[src/rtl/id_ex_stage.sv]
// Decode-to-execute pipeline register with load-use hazard detection and registered forwarding selects.
// One-cycle latency ID->EX; o_stall holds PC and IF/ID and inserts one bubble per hazard, flush overrides stall.
module id_ex_stage #(
  parameter bit          ENABLE_FWD = 1'b1,
  parameter logic [31:0] NOP_INSTR  = 32'h0000_0013
) (
  input  logic        i_clk,
  input  logic        i_rst_n,
  input  logic        i_flush,
  input  logic        i_id_valid,
  input  logic [31:0] i_id_pc,
  input  logic [31:0] i_id_instr,
  output logic [4:0]  o_rs1_addr,
  output logic [4:0]  o_rs2_addr,
  input  logic [31:0] i_rs1_data,
  input  logic [31:0] i_rs2_data,
  input  logic [4:0]  i_mem_rd_addr,
  input  logic        i_mem_rd_wren,
  output logic        o_stall,
  output logic        o_ex_valid,
  output logic [31:0] o_ex_pc,
  output logic [31:0] o_ex_instr,
  output logic [31:0] o_ex_rs1_data,
  output logic [31:0] o_ex_rs2_data,
  output logic [4:0]  o_ex_rd_addr,
  output logic        o_ex_rd_wren,
  output logic        o_ex_is_load,
  output logic [1:0]  o_ex_fwd_a,
  output logic [1:0]  o_ex_fwd_b,
  output logic [31:0] o_stall_cnt
);

  localparam logic [6:0] OP_LUI    = 7'b0110111;
  localparam logic [6:0] OP_AUIPC  = 7'b0010111;
  localparam logic [6:0] OP_JAL    = 7'b1101111;
  localparam logic [6:0] OP_OP     = 7'b0110011;
  localparam logic [6:0] OP_STORE  = 7'b0100011;
  localparam logic [6:0] OP_BRANCH = 7'b1100011;
  localparam logic [6:0] OP_LOAD   = 7'b0000011;

  logic [6:0] opcode;
  logic [4:0] rd_addr;
  logic       uses_rs1;
  logic       uses_rs2;
  logic       rd_wren;
  logic       is_load;
  logic       ex_hit1;
  logic       ex_hit2;
  logic       mem_hit1;
  logic       mem_hit2;
  logic       hazard;
  logic       capture;
  logic [1:0] fwd_a;
  logic [1:0] fwd_b;

  assign opcode     = i_id_instr[6:0];
  assign rd_addr    = i_id_instr[11:7];
  assign o_rs1_addr = i_id_instr[19:15];
  assign o_rs2_addr = i_id_instr[24:20];

  assign uses_rs1 = !(opcode inside {OP_LUI, OP_AUIPC, OP_JAL});
  assign uses_rs2 = opcode inside {OP_OP, OP_STORE, OP_BRANCH};
  assign rd_wren  = !(opcode inside {OP_STORE, OP_BRANCH}) && (rd_addr != 5'd0);
  assign is_load  = (opcode == OP_LOAD);

  function automatic logic src_hit(input logic used, input logic [4:0] src,
                                   input logic [4:0] dst, input logic wren);
    return used && (src != 5'd0) && wren && (src == dst);
  endfunction

  // EX only counts when it holds a real instruction; bubbles already carry rd_wren = 0
  assign ex_hit1  = src_hit(uses_rs1, o_rs1_addr, o_ex_rd_addr, o_ex_valid & o_ex_rd_wren);
  assign ex_hit2  = src_hit(uses_rs2, o_rs2_addr, o_ex_rd_addr, o_ex_valid & o_ex_rd_wren);
  assign mem_hit1 = src_hit(uses_rs1, o_rs1_addr, i_mem_rd_addr, i_mem_rd_wren);
  assign mem_hit2 = src_hit(uses_rs2, o_rs2_addr, i_mem_rd_addr, i_mem_rd_wren);

  always_comb begin
    hazard = 1'b0;
    fwd_a  = 2'b00;
    fwd_b  = 2'b00;
    if (ENABLE_FWD) begin
      hazard = o_ex_is_load & (ex_hit1 | ex_hit2);
      if (ex_hit1 && !o_ex_is_load) fwd_a = 2'b01;
      else if (mem_hit1)            fwd_a = 2'b10;
      if (ex_hit2 && !o_ex_is_load) fwd_b = 2'b01;
      else if (mem_hit2)            fwd_b = 2'b10;
    end else begin
      hazard = ex_hit1 | ex_hit2 | mem_hit1 | mem_hit2;
    end
  end

  assign o_stall = i_id_valid & hazard & ~i_flush;
  assign capture = i_id_valid & ~hazard & ~i_flush;

  always_ff @(posedge i_clk or negedge i_rst_n) begin
    if (!i_rst_n) begin
      o_ex_valid    <= 1'b0;
      o_ex_pc       <= 32'd0;
      o_ex_instr    <= NOP_INSTR;
      o_ex_rs1_data <= 32'd0;
      o_ex_rs2_data <= 32'd0;
      o_ex_rd_addr  <= 5'd0;
      o_ex_rd_wren  <= 1'b0;
      o_ex_is_load  <= 1'b0;
      o_ex_fwd_a    <= 2'b00;
      o_ex_fwd_b    <= 2'b00;
      o_stall_cnt   <= 32'd0;
    end else begin
      if (o_stall) o_stall_cnt <= o_stall_cnt + 32'd1;
      if (capture) begin
        o_ex_valid    <= 1'b1;
        o_ex_pc       <= i_id_pc;
        o_ex_instr    <= i_id_instr;
        o_ex_rs1_data <= i_rs1_data;
        o_ex_rs2_data <= i_rs2_data;
        o_ex_rd_addr  <= rd_addr;
        o_ex_rd_wren  <= rd_wren;
        o_ex_is_load  <= is_load;
        o_ex_fwd_a    <= fwd_a;
        o_ex_fwd_b    <= fwd_b;
      end else begin
        o_ex_valid    <= 1'b0;
        o_ex_pc       <= 32'd0;
        o_ex_instr    <= NOP_INSTR;
        o_ex_rs1_data <= 32'd0;
        o_ex_rs2_data <= 32'd0;
        o_ex_rd_addr  <= 5'd0;
        o_ex_rd_wren  <= 1'b0;
        o_ex_is_load  <= 1'b0;
        o_ex_fwd_a    <= 2'b00;
        o_ex_fwd_b    <= 2'b00;
      end
    end
  end

endmodule

[config.mk]
export PLATFORM = sky130hd
export DESIGN_NAME = id_ex_stage
export DESIGN_NICKNAME = d
export VERILOG_FILES = /design/src/rtl/id_ex_stage.sv
export SDC_FILE = /design/constraint.sdc
export NUM_CORES = 1
export LEC_CHECK = 0
export ABC_AREA = 1
export BUFFER_PORTS_ARGS = -buffer_cell sky130_fd_sc_hd__buf_4
export CORE_MARGIN = 5
export CORE_UTILIZATION = 47
export DETAILED_ROUTE_END_ITERATION = 8
export GPL_ROUTABILITY_DRIVEN = 0
export MAX_ROUTING_LAYER = met4
export PLACE_DENSITY_LB_ADDON = 0.08
export SETUP_SLACK_MARGIN = 0.05
export SYNTH_ARGS = -nofsm -noshare
export SYNTH_HDL_FRONTEND = slang
export SYNTH_SLANG_ARGS = --single-unit
[constraint.sdc]
create_clock -name i_clk -period 1.9 [get_ports i_clk]
set_input_delay 0.095 -clock i_clk [delete_from_list [all_inputs] [get_ports i_clk]]
set_output_delay 0.095 -clock i_clk [all_outputs]
set_load 0.02 [all_outputs]
Word level (Yosys, flattened, before mapping)
Index checks and enable logic that the tools add are counted.
{ "totals": {"out_inout_bits": 183, "ff_bits": 172, "inputBits": 138} }
{ "classes": {"n_mux": 14, "n_reduce_logical": 22, "bitwise": 9, "n_addsub": 1, "n_eq_ne": 11} }
{ "ops": {"columns": ["cell", "n"], "rows": [
  ["$mux 32", 4],
  ["$add 32x1->32 const B", 1],
  ["$eq 7x6->1 const B", 3],
  ["$eq 5x5->1", 4],
  ["$reduce_bool 5->1", 3],
  ["$eq 7x7->1 const B", 2],
  ["$logic_and 1x1->1", 13],
  ["$mux 2", 6],
  ["$eq 7x2->1 const B", 1],
  ["$eq 7x5->1 const B", 1],
  ["$and 1x1->1", 6],
  ["$reduce_bool 3->1", 2],
  ["$mux 5", 1],
  ["$logic_not 1->1", 3],
  ["$mux 1", 3],
  ["$not 1->1", 2],
  ["$reduce_bool 2->1", 1],
  ["$or 1x1->1", 1]
]} }

Depth between registers and ports, before layout
Gate-level depths: netlist (run 1).
{ "depth": {"ltp_word": 12, "ltp_mapped": 14, "depth_no_buf": 13} }

Worst setup path before layout (run 1)
OpenSTA, ideal clock, no wires.
{ "synth_timing": {"path_type": "reg-to-reg", "start": "reg o_stall_cnt[0]", "end": "reg o_stall_cnt[26]", "slack_ps": 70, "arrival_time_ps": 1713, "n_path_buf": 0, "setup_time_ps": 117, "t_required_ps": 1783, "path_stages_with_launch": 11, "path_cell_list": "dfrtp_1 > ha_1 > nand3_1 > nor2_1 > nand2_1 > nor2_1 > nand3_1 > nor2_1 > nand4_1 > nand2_1 > nand2_1"} }
{ "synth_via": {"elab_chain_len": 1} }
{ "synth_lines": {"columns": ["element", "line_no", "rtl"], "rows": [
  ["start, declared", "30", "output logic [31:0] o_stall_cnt"],
  ["start signal, assigned", "109", "if (o_stall) o_stall_cnt <= o_stall_cnt + 32'd1;"],
  ["$add 32x1->32", "109", null]
]} }
No other way between the ends.
A chain may end at the register's enable or synchronous reset.

Worst setup path after layout (run 1)
{ "layout_timing": {"start": "reg o_ex_rd_addr[1]", "end": "out o_stall"} }
{ "layout_via": {"elab_chain_len": 6} }
{ "layout_lines": {"columns": ["element", "line_no", "rtl"], "rows": [
  ["start, declared", "25", "output logic [4:0] o_ex_rd_addr,"],
  ["start signal, assigned", "116", "o_ex_rd_addr <= rd_addr;"],
  ["$eq 5x5->1", "68", "return used && (src != 5'd0) && wren && (src == dst);"],
  ["$logic_and 1x1->1", "68", null],
  ["$or 1x1->1 (*)", null, null],
  ["$and 1x1->1 (*)", "82", "hazard = o_ex_is_load & (ex_hit1 | ex_hit2);"],
  ["$and 1x1->1 (*) (2 in a row)", "92", "assign o_stall = i_id_valid & hazard & ~i_flush;"],
  ["end, declared", "19", "output logic o_stall,"]
]} }
Every way passes the cells marked *; elsewhere a longest branch is shown, timed or not.

==> metrics.md, run 1 <==
| Metric | Value |
|---|---|
| Status | `complete, but fails checks` |
| Failing checks | `negative setup slack` |
| Comb pwr share | `approximately 14%` |
| Tmin final | `1940 ps` |
| Area share of and/or/nand/nor cells after synthesis | `between 20 and 25%` |
| TritonCTS clock tree | `built` |
| ANT nets after route | `0` |
| FF+latch count, synth | `167` |
| H-tree depth | `4` |
| Post-Syn Nets | `943` |
| Number of remaining DRC errors | `0` |
| Total GRT Usage | `30.3%` |
| Clk_skew | `about 17 ps` |
| Vias in the first global route | `7370` |
| Buffers added on ports | `320` |
| Max Freq | `0.516 GHz` |
| Clk slew on worst S/H paths | `60 ps` |
| Critical path endpoint category | `primary output` |
| Crit path max-delay family | `simple AND/OR/NAND/NOR gates` |
| CP Cell Sequence | `xnor2_1 > nand2_1 > nor2_1 > nand3_1 > nand2_2 > nand2_4 > nor2_4 > buf_6` |
| Netlist cell types | `29` |
| Critical path fanouts, max | `4` |
| Worst hold path type | `input port to flip-flop` |
| Ports | `321` |
| Clock share of power | `41.5%` |
| Fin area | `0.0117 sq mm` |
| Rel. slew slack | `between 60% and 70%` |
| CP startpoint kind | `flip-flop` |
| Synth Cell Area | `roughly 0.007 sq mm` |
| Largest net degree at the start of global routing | `47` |
| Post-synthesis adder-cell area fraction | `0.178%` |
| First-pass GRT wire length | `about 40000 microns` |
| Cell Rows | `44` |
| Avg Inst Size Synth | `8.74 sq um` |
| Max clock buf depth | `2` |
| Initial antenna violation count | `2` |
| Period utilisation layout | `102%` |
| Arrival @ worst endpoint | `1840 ps` |
| Filler cells | `876` |
| Sequential Power Share | `between 40 and 50%` |
| DIE HEIGHT | `approximately 130 microns` |
| Post-Synthesis Cells | `804` |
| Layout cells sized above 1 | `32.1%` |
| PwrDens | `717 mW/mm^2` |
| Leakage | `6.64 nW` |
| CP Class | `flip-flop to primary output` |
| Routed vias | `~7200` |
| Total clock sinks | `167` |
| Final Net Count | `around 1400` |
| Internal power | `6.26 mW` |
| Core area | `0.0146 sq mm` |
| Switching share of power | `around a quarter` |
| Avg WL per Cell | `about 18 microns` |
| Cell Area, Placed | `just under 0.01 sq mm` |
| Slowest cell on the critical path | `dfrtp_1` |
| Final worst slack | `-39.6 ps` |
| Slew @ Worst Pin | `approximately 460 ps` |
| RSZ-0062 raised after global routing | `yes` |
| Pwr Total | `8.42 mW` |
| EDFF count, synth | `0` |
| Die area | `0.0175 sq mm` |
| Mux contribution to synthesized area | `0%` |
| Yosys Warn Count | `0` |
| Largest family of logic cells by synthesized area | `simple AND/OR/NAND/NOR gates` |
| FFs w/ async S/R, synth | `100%` |
| WP data required | `1800 ps` |
| Hold Fails Final Rpt | `0` |
| Seq/Total Area, Yosys | `59.5%` |
| DP Wirelength | `16300 microns` |
| Max stage delay on crit path | `430 ps` |
| Clock latency on the worst-skew pair | `440 ps` |
| Area delta synth->final | `67.1%` |
| Num CTS Buffers | `17` |
| Final Max Tran Viols | `0` |
| Initial core utilization | `48.2%` |
| Finish-stage setup viols | `13` |
| Final wirelength | `26600 microns` |
| Max_cap viols | `0` |
| Remaining global-route overflow | `0` |
| Post-Synth XOR/XNOR Area | `3.74%` |
| Net Switching | `2.16 mW` |
| Synth Area in Compound Gates | `less than 1%` |
| Top FF cell, synth | `dfrtp_1` |
| Die X-Extent | `132 microns` |
| Drt pass-1 iters | `5` |
| CTS Root Cell | `clkbuf_16` |
| DR vias/cell | `roughly 5` |
| Peak supply drop | `~0.00063 V` |
| Bufs and invs on worst path | `1` |
| DR iter-0 viols | `593` |
[registers in the layout, indices dropped and copies added (netlist names)]
| name | count |
|---|---|
| o_ex_pc | 32 |
| o_ex_rs1_data | 32 |
| o_ex_rs2_data | 32 |
| o_stall_cnt | 32 |
| o_ex_instr | 28 |
| o_ex_rd_addr | 4 |
| o_ex_fwd_a | 2 |
| o_ex_fwd_b | 2 |
| o_ex_is_load | 1 |
| o_ex_rd_wren | 1 |
| o_ex_valid | 1 |
[worst reg2reg max path: cells and delay by family (launching register included)]
kind | cells | cell delay (ps)
XOR/XNOR | 1 | 210
AND/OR/NAND/NOR | 8 | 890
buffers and inverters | 2 | 320
flip-flops | 1 | 430
[through the flow]
step,setup TNS [ps],utilization (%),worst slack [ps],cells,hold WS [ps]
4_1_cts,0,79.6,36.4,1463,31.9
3_5_place_dp,0,66.4,99.8,1299,57.2
5_1_grt,-2600,80.5,-143,1471,72.8
6_report,-170,80.5,-39.6,1471,48.6
2_1_floorplan,0,-,69.8,804,-201
3_3_place_gp,0,66.4,122,1299,54.7
[cell families (layout without fill, tap and decap cells)]
group	Yosys count	count (layout)
DFF	167	167
other	0	2
and+or+nand+nor	396	396
buffers and inverters	199	680
AOI/OAI and AO/OA	11	11
xor gates and xnor gates	30	30
adders and majority gates	1	1
[power by group through the flow]
stage | Combinational, mW | Clock, mW | Sequential (mW)
after floorplan | 0.236 | 0 | 3.90
final | 1.22 | 3.49 | 3.71
after CTS | 1.17 | 3.45 | 3.70
after detailed placement | 0.945 | 0 | 3.76
after global routing | 1.30 | 3.66 | 3.71
after global placement | 0.936 | 0 | 3.76
[what timing repair did]
item | CTS | global route
endpoints found under the setup margin | 1 | 97
hold endpoints to repair | 203 | 0
buffers inserted | 3 | 5
resized for setup | 6 | 10
pin swaps | 3 | 2
gates cloned | 0 | 3
hold buffers | 130 | 0
[routing by layer]
| metal | up-vias | part of all wire [%] | track usage, % |
|---|---|---|---|
| met4 | 0 | 5.3 | 15.3 |
| li1 | 3297 | - | - |
| met2 | 398 | 50 | 49.6 |
| met1 | 3362 | 36 | 34.3 |
| met5 | - | 0 | - |
| met3 | 103 | 8.4 | 8.13 |
[synthesized netlist by cell type, drive strengths merged, types with 3 or more instances]
cell type | number | share of area, %
dfrtp | 164 | 58
nor2 | 164 | 8.9
inv | 162 | 8.7
nand2 | 159 | 8.6
buf | 34 | 3.6
nand3 | 34 | 2.5
nor3 | 21 | 1.5
xor2 | 16 | 2.0
xnor2 | 14 | 1.7
nand4 | 13 | 1.2
o22ai | 4 | 0.36
or2 | 4 | 0.36
dfstp | 3 | 1.1
o21ai | 3 | 0.21
[cell type report]
class                           instances  area [sq um]  area share [%]
Timing Repair Buffer                  485          4120            35.1
Clock inverter                         12           140            1.19
Clock buffer                           19           443            3.77
Inverter                              164           616            5.24
Antenna cell                            2          5.00          0.0426
Multi-Input combinational cell        438          2000            17.1
Sequential cell                       167          4180            35.6
Tap cell                              184           230            1.96
[path summary, 6_finish.rpt]
check,cells after the start,from,to,slack [ps]
worst max-delay path,8,o_ex_rd_addr[1]$_DFF_PN0_,o_stall,-40
worst min-delay path,5,i_mem_rd_wren,o_ex_fwd_a[1]$_DFF_PN0_,50
worst max register to register,11,o_ex_rd_addr[1]$_DFF_PN0_,o_stall_cnt[8]$_DFFE_PN0P_,-20
worst min register to register,2,o_stall_cnt[31]$_DFFE_PN0P_,o_stall_cnt[31]$_DFFE_PN0P_,540
max in group asynchronous,3,i_rst_n,o_ex_instr[4]$_DFF_PN1_,1030
min in group asynchronous,2,i_rst_n,o_ex_instr[14]$_DFF_PN0_,170
[cell usage in the layout, fill, tap and decap left out, drive strengths merged]
cell / n
nor3: 21
dfrtp: 164
o21ai: 3
a211oi: 2
clkbuf: 21
o22ai: 4
diode: 2
ha: 1
dfstp: 3
xnor2: 14
nor4: 1
xor2: 16
clkinvlp: 2
nand4: 13
nand2: 159
clkinv: 5
nor2: 164
a21oi: 2
bufinv: 2
dlygate4sd3: 130
inv: 167
or2: 4
buf: 353
nand3: 34
Note: power is estimated with default switching activity, not from simulation.
==> run 2, diff against run 1 <==
--- a/config.mk
+++ b/config.mk
@@ -5,15 +5,16 @@
 export SDC_FILE = /design/constraint.sdc
 export NUM_CORES = 1
 export LEC_CHECK = 0
-export ABC_AREA = 1
+export ABC_AREA = 0
 export BUFFER_PORTS_ARGS = -buffer_cell sky130_fd_sc_hd__buf_4
 export CORE_MARGIN = 5
-export CORE_UTILIZATION = 47
+export CORE_UTILIZATION = 46
 export DETAILED_ROUTE_END_ITERATION = 8
 export GPL_ROUTABILITY_DRIVEN = 0
 export MAX_ROUTING_LAYER = met4
 export PLACE_DENSITY_LB_ADDON = 0.08
 export SETUP_SLACK_MARGIN = 0.05
+export SLEW_MARGIN = 15
 export SYNTH_ARGS = -nofsm -noshare
 export SYNTH_HDL_FRONTEND = slang
 export SYNTH_SLANG_ARGS = --single-unit
==> run 2 against run 1 <==
Against the previous run: the run still ends with negative setup slack left; via count decreased by 19%; routed wire length decreased by 3.5%; cell count decreased by 21%; count of clock-buffer cells in the layout increased by 3; clock power decreased by 1%; fmax decreased by 2.3%; cell area increased by 0.11%; sequential share of layout area about the same; synthesized cell count decreased by 39%; critical endpoint is now o_ex_pc[1]$_DFF_PN0_; largest power group unchanged.
==> metrics.md, run 2 <==
| Metric | Value |
|---|---|
| Hold Fails Final Rpt | `0` |
| Clk slew on worst S/H paths | `around 70 ps` |
| Yosys Warn Count | `0` |
| Final Net Count | `approximately 1100` |
| Avg WL per Cell | `21.9 microns` |
| Clock latency on the worst-skew pair | `430 ps` |
| WP data required | `2220 ps` |
| Final worst slack | `-85.5 ps` |
| Cell Rows | `43` |
| Largest area contributor in the netlist | `dfrtp_1` |
| Largest net degree at the start of global routing | `66` |
| # diodes | `0` |
| Netlist cell types | `38` |
| CTS Root Cell | `clkbuf_16` |
| Critical path endpoint category | `flip-flop` |
| Max clock buf depth | `2` |
| DR vias/cell | `~5.0` |
| First-pass GRT wire length | `between 30000 and 40000 microns` |
| Avg Inst Size Synth | `13.1 sq um` |
| Routed vias | `between 5000 and 6000` |
| Number of remaining DRC errors | `0` |
| Filler cells | `624` |
| Num CTS Buffers | `17` |
| Final wirelength | `25700 microns` |
| Remaining global-route overflow | `0` |
| Tmin final | `1990 ps` |
| Post-Syn Nets | `between 600 and 700` |
| Most frequent cells after synthesis | `dfrtp_1 (164), and2_1 (127), xnor2_1 (28)` |
| RSZ-0062 raised after global routing | `yes` |
| EDFF count, synth | `0` |
| H-tree depth | `4` |
| Top FF cell, synth | `dfrtp_1` |
| Final Max Tran Viols | `0` |
| Core area | `0.0137 sq mm` |
| TritonCTS clock tree | `built` |
| Finish-stage setup viols | `109` |
| Vias in the first global route | `approximately 6300` |
| Failing checks | `negative setup slack` |
| Final std cells w/o fill | `1169` |
| Most frequent cells in the layout | `buf_4 (357), dfrtp_1 (160), dlygate4sd3_1 (124)` |
| Core Util, Final | `85.6%` |
| Seq/Total Area, Yosys | `65.5%` |
| DP Wirelength | `around 14000 microns` |
| Most common cell in the netlist | `dfrtp_1` |
| Post-Synthesis Cells | `488` |
| Leakage | `6.24 nW` |
| Area delta synth->final | `84.1%` |
| Worst hold path type | `input port to flip-flop` |
| FF+latch count, synth | `167` |
| Ports | `321` |
| Placed Cells | `around 1000` |
| Rel. slew slack | `56.4%` |
| Die X-Extent | `128 microns` |
| Max Freq | `0.504 GHz` |
| Total clock sinks | `about 170` |
| Arrival @ worst endpoint | `around 2300 ps` |
| Area fraction of the dominant cell type after synthesis | `64.3%` |
| Critical path fanouts, max | `16` |
| Buffers added on ports | `320` |
| FFs w/ async S/R, synth | `100%` |
| Layout cells sized above 1 | `between 50% and 60%` |
| DR iter-0 viols | `351` |
| ANT nets after route | `0` |
| Synth area leaders | `dfrtp_1 (64%), and2_1 (12%), xnor2_1 (3.8%), xor2_1 (3.2%), buf_6 (1.9%)` |
| Slew @ Worst Pin | `654 ps` |
| Initial antenna violation count | `0` |
| Drt pass-1 iters | `5` |
| CP Class | `flip-flop to flip-flop` |
| Synth Cell Area | `0.00638 sq mm` |
| Period utilisation layout | `105%` |
| Die area | `0.0163 sq mm` |
| Most common cell after layout, fill and taps aside | `buf_4` |
| CP startpoint kind | `flip-flop` |
| DP Worst Slack | `-155 ps` |
| Peak supply drop | `0.000696 V` |
| Clk_skew | `11.2 ps` |
| PwrDens | `721 mW/mm^2` |
| Initial core utilization | `46.5%` |
| Total GRT Usage | `29.4%` |
| Status | `complete, but fails checks` |
| DIE HEIGHT | `128 microns` |
| Max_cap viols | `0` |
run 2: cell count changes after synthesis, sizes merged, moves of 14 or more:
cell | previous run | this run
inv | 162 | 3
xnor2 | 14 | 28
nor2 | 164 | 6
nand3 | 34 | 17
nand2 | 159 | 21
and2 | 0 | 127
run 2: final timing paths:
check	startpoint	to	slack, ps	cells after the start
max in group asynchronous	i_rst_n	o_stall_cnt[5]$_DFFE_PN0P_	990	3
max reg2reg	o_ex_rd_addr[0]$_DFF_PN0_	o_ex_pc[1]$_DFF_PN0_	-90	7
min reg2reg	o_stall_cnt[31]$_DFFE_PN0P_	o_stall_cnt[31]$_DFFE_PN0P_	470	1
min	i_id_instr[19]	o_ex_fwd_a[1]$_DFF_PN0_	40	4
max	o_ex_rd_addr[0]$_DFF_PN0_	o_ex_pc[1]$_DFF_PN0_	-90	7
min in group asynchronous	i_rst_n	o_ex_rs1_data[0]$_DFF_PN0_	240	2
run 2: metrics by stage:
stage	power (mW)	TNS, ps	hold WS [ps]	instance area (sq um)
detailed placement	4.67	-6570	128	9140
CTS	8.27	-6060	13.0	11300
finish	8.47	-4770	42.6	11800
global route	8.73	-15780	49.7	11800
global placement	4.65	-622	122	9140
floorplan	4.11	-2660	-201	6410
run 2: kinds of logic (layout without fill, tap and decap cells):
kind of cell               Yosys count  after routing  share of synthesized area [%]
adders and majority gates            1              1                          0.196
DFF                                167            167                           65.5
buffers and inverters               36            536                           4.35
xor gates and xnor gates            51             51                           7.00
and+or+nand+nor                    225            225                           21.7
AOI/OAI and AO/OA                    8              9                           1.20
run 2: final cells by class:
cell class / count / area (sq um) / area share (%)
Clock buffer: 22 / 464 / 3.95
Inverter: 3 / 13.8 / 0.117
Timing Repair Buffer: 501 / 4320 / 36.7
Sequential cell: 167 / 4190 / 35.6
Clock inverter: 10 / 119 / 1.01
Tap cell: 180 / 225 / 1.92
Multi-Input combinational cell: 286 / 2420 / 20.6
run 2: what timing repair did:
action	4_1_cts	5_1_grt
endpoints found under the hold margin	183	0
buffers inserted	4	3
hold buffers	124	0
cloned	3	7
gates resized for setup	41	107
pin swaps	15	40
setup endpoints to repair	92	162
run 2: metal layers:
| layer | track usage (%) | up-vias | part of all wire (%) |
|---|---|---|---|
| met1 | 32.2 | 2942 | 35 |
| met4 | 11.6 | 0 | 3.3 |
| met2 | 50.9 | 277 | 54 |
| met3 | 7.92 | 55 | 7.7 |
| li1 | - | 2553 | - |
| met5 | - | - | 0 |
run 2: critical path, cell delays in order (launching register included):
cell       delay (ps)
dfrtp_2           460
xnor2_2           160
nand4_1           150
nor3_4            320
nor2_4            110
o21a_4            300
clkbuf_16         200
and2_1            170
run 2: report_power, final:
part / total, mW / switching [mW] / internal, mW / leakage (nW)
Sequential: 3.71 / 0.0468 / 3.66 / 2.25
Clock: 3.45 / 1.43 / 2.01 / 0.277
Combinational: 1.31 / 0.584 / 0.728 / 3.71
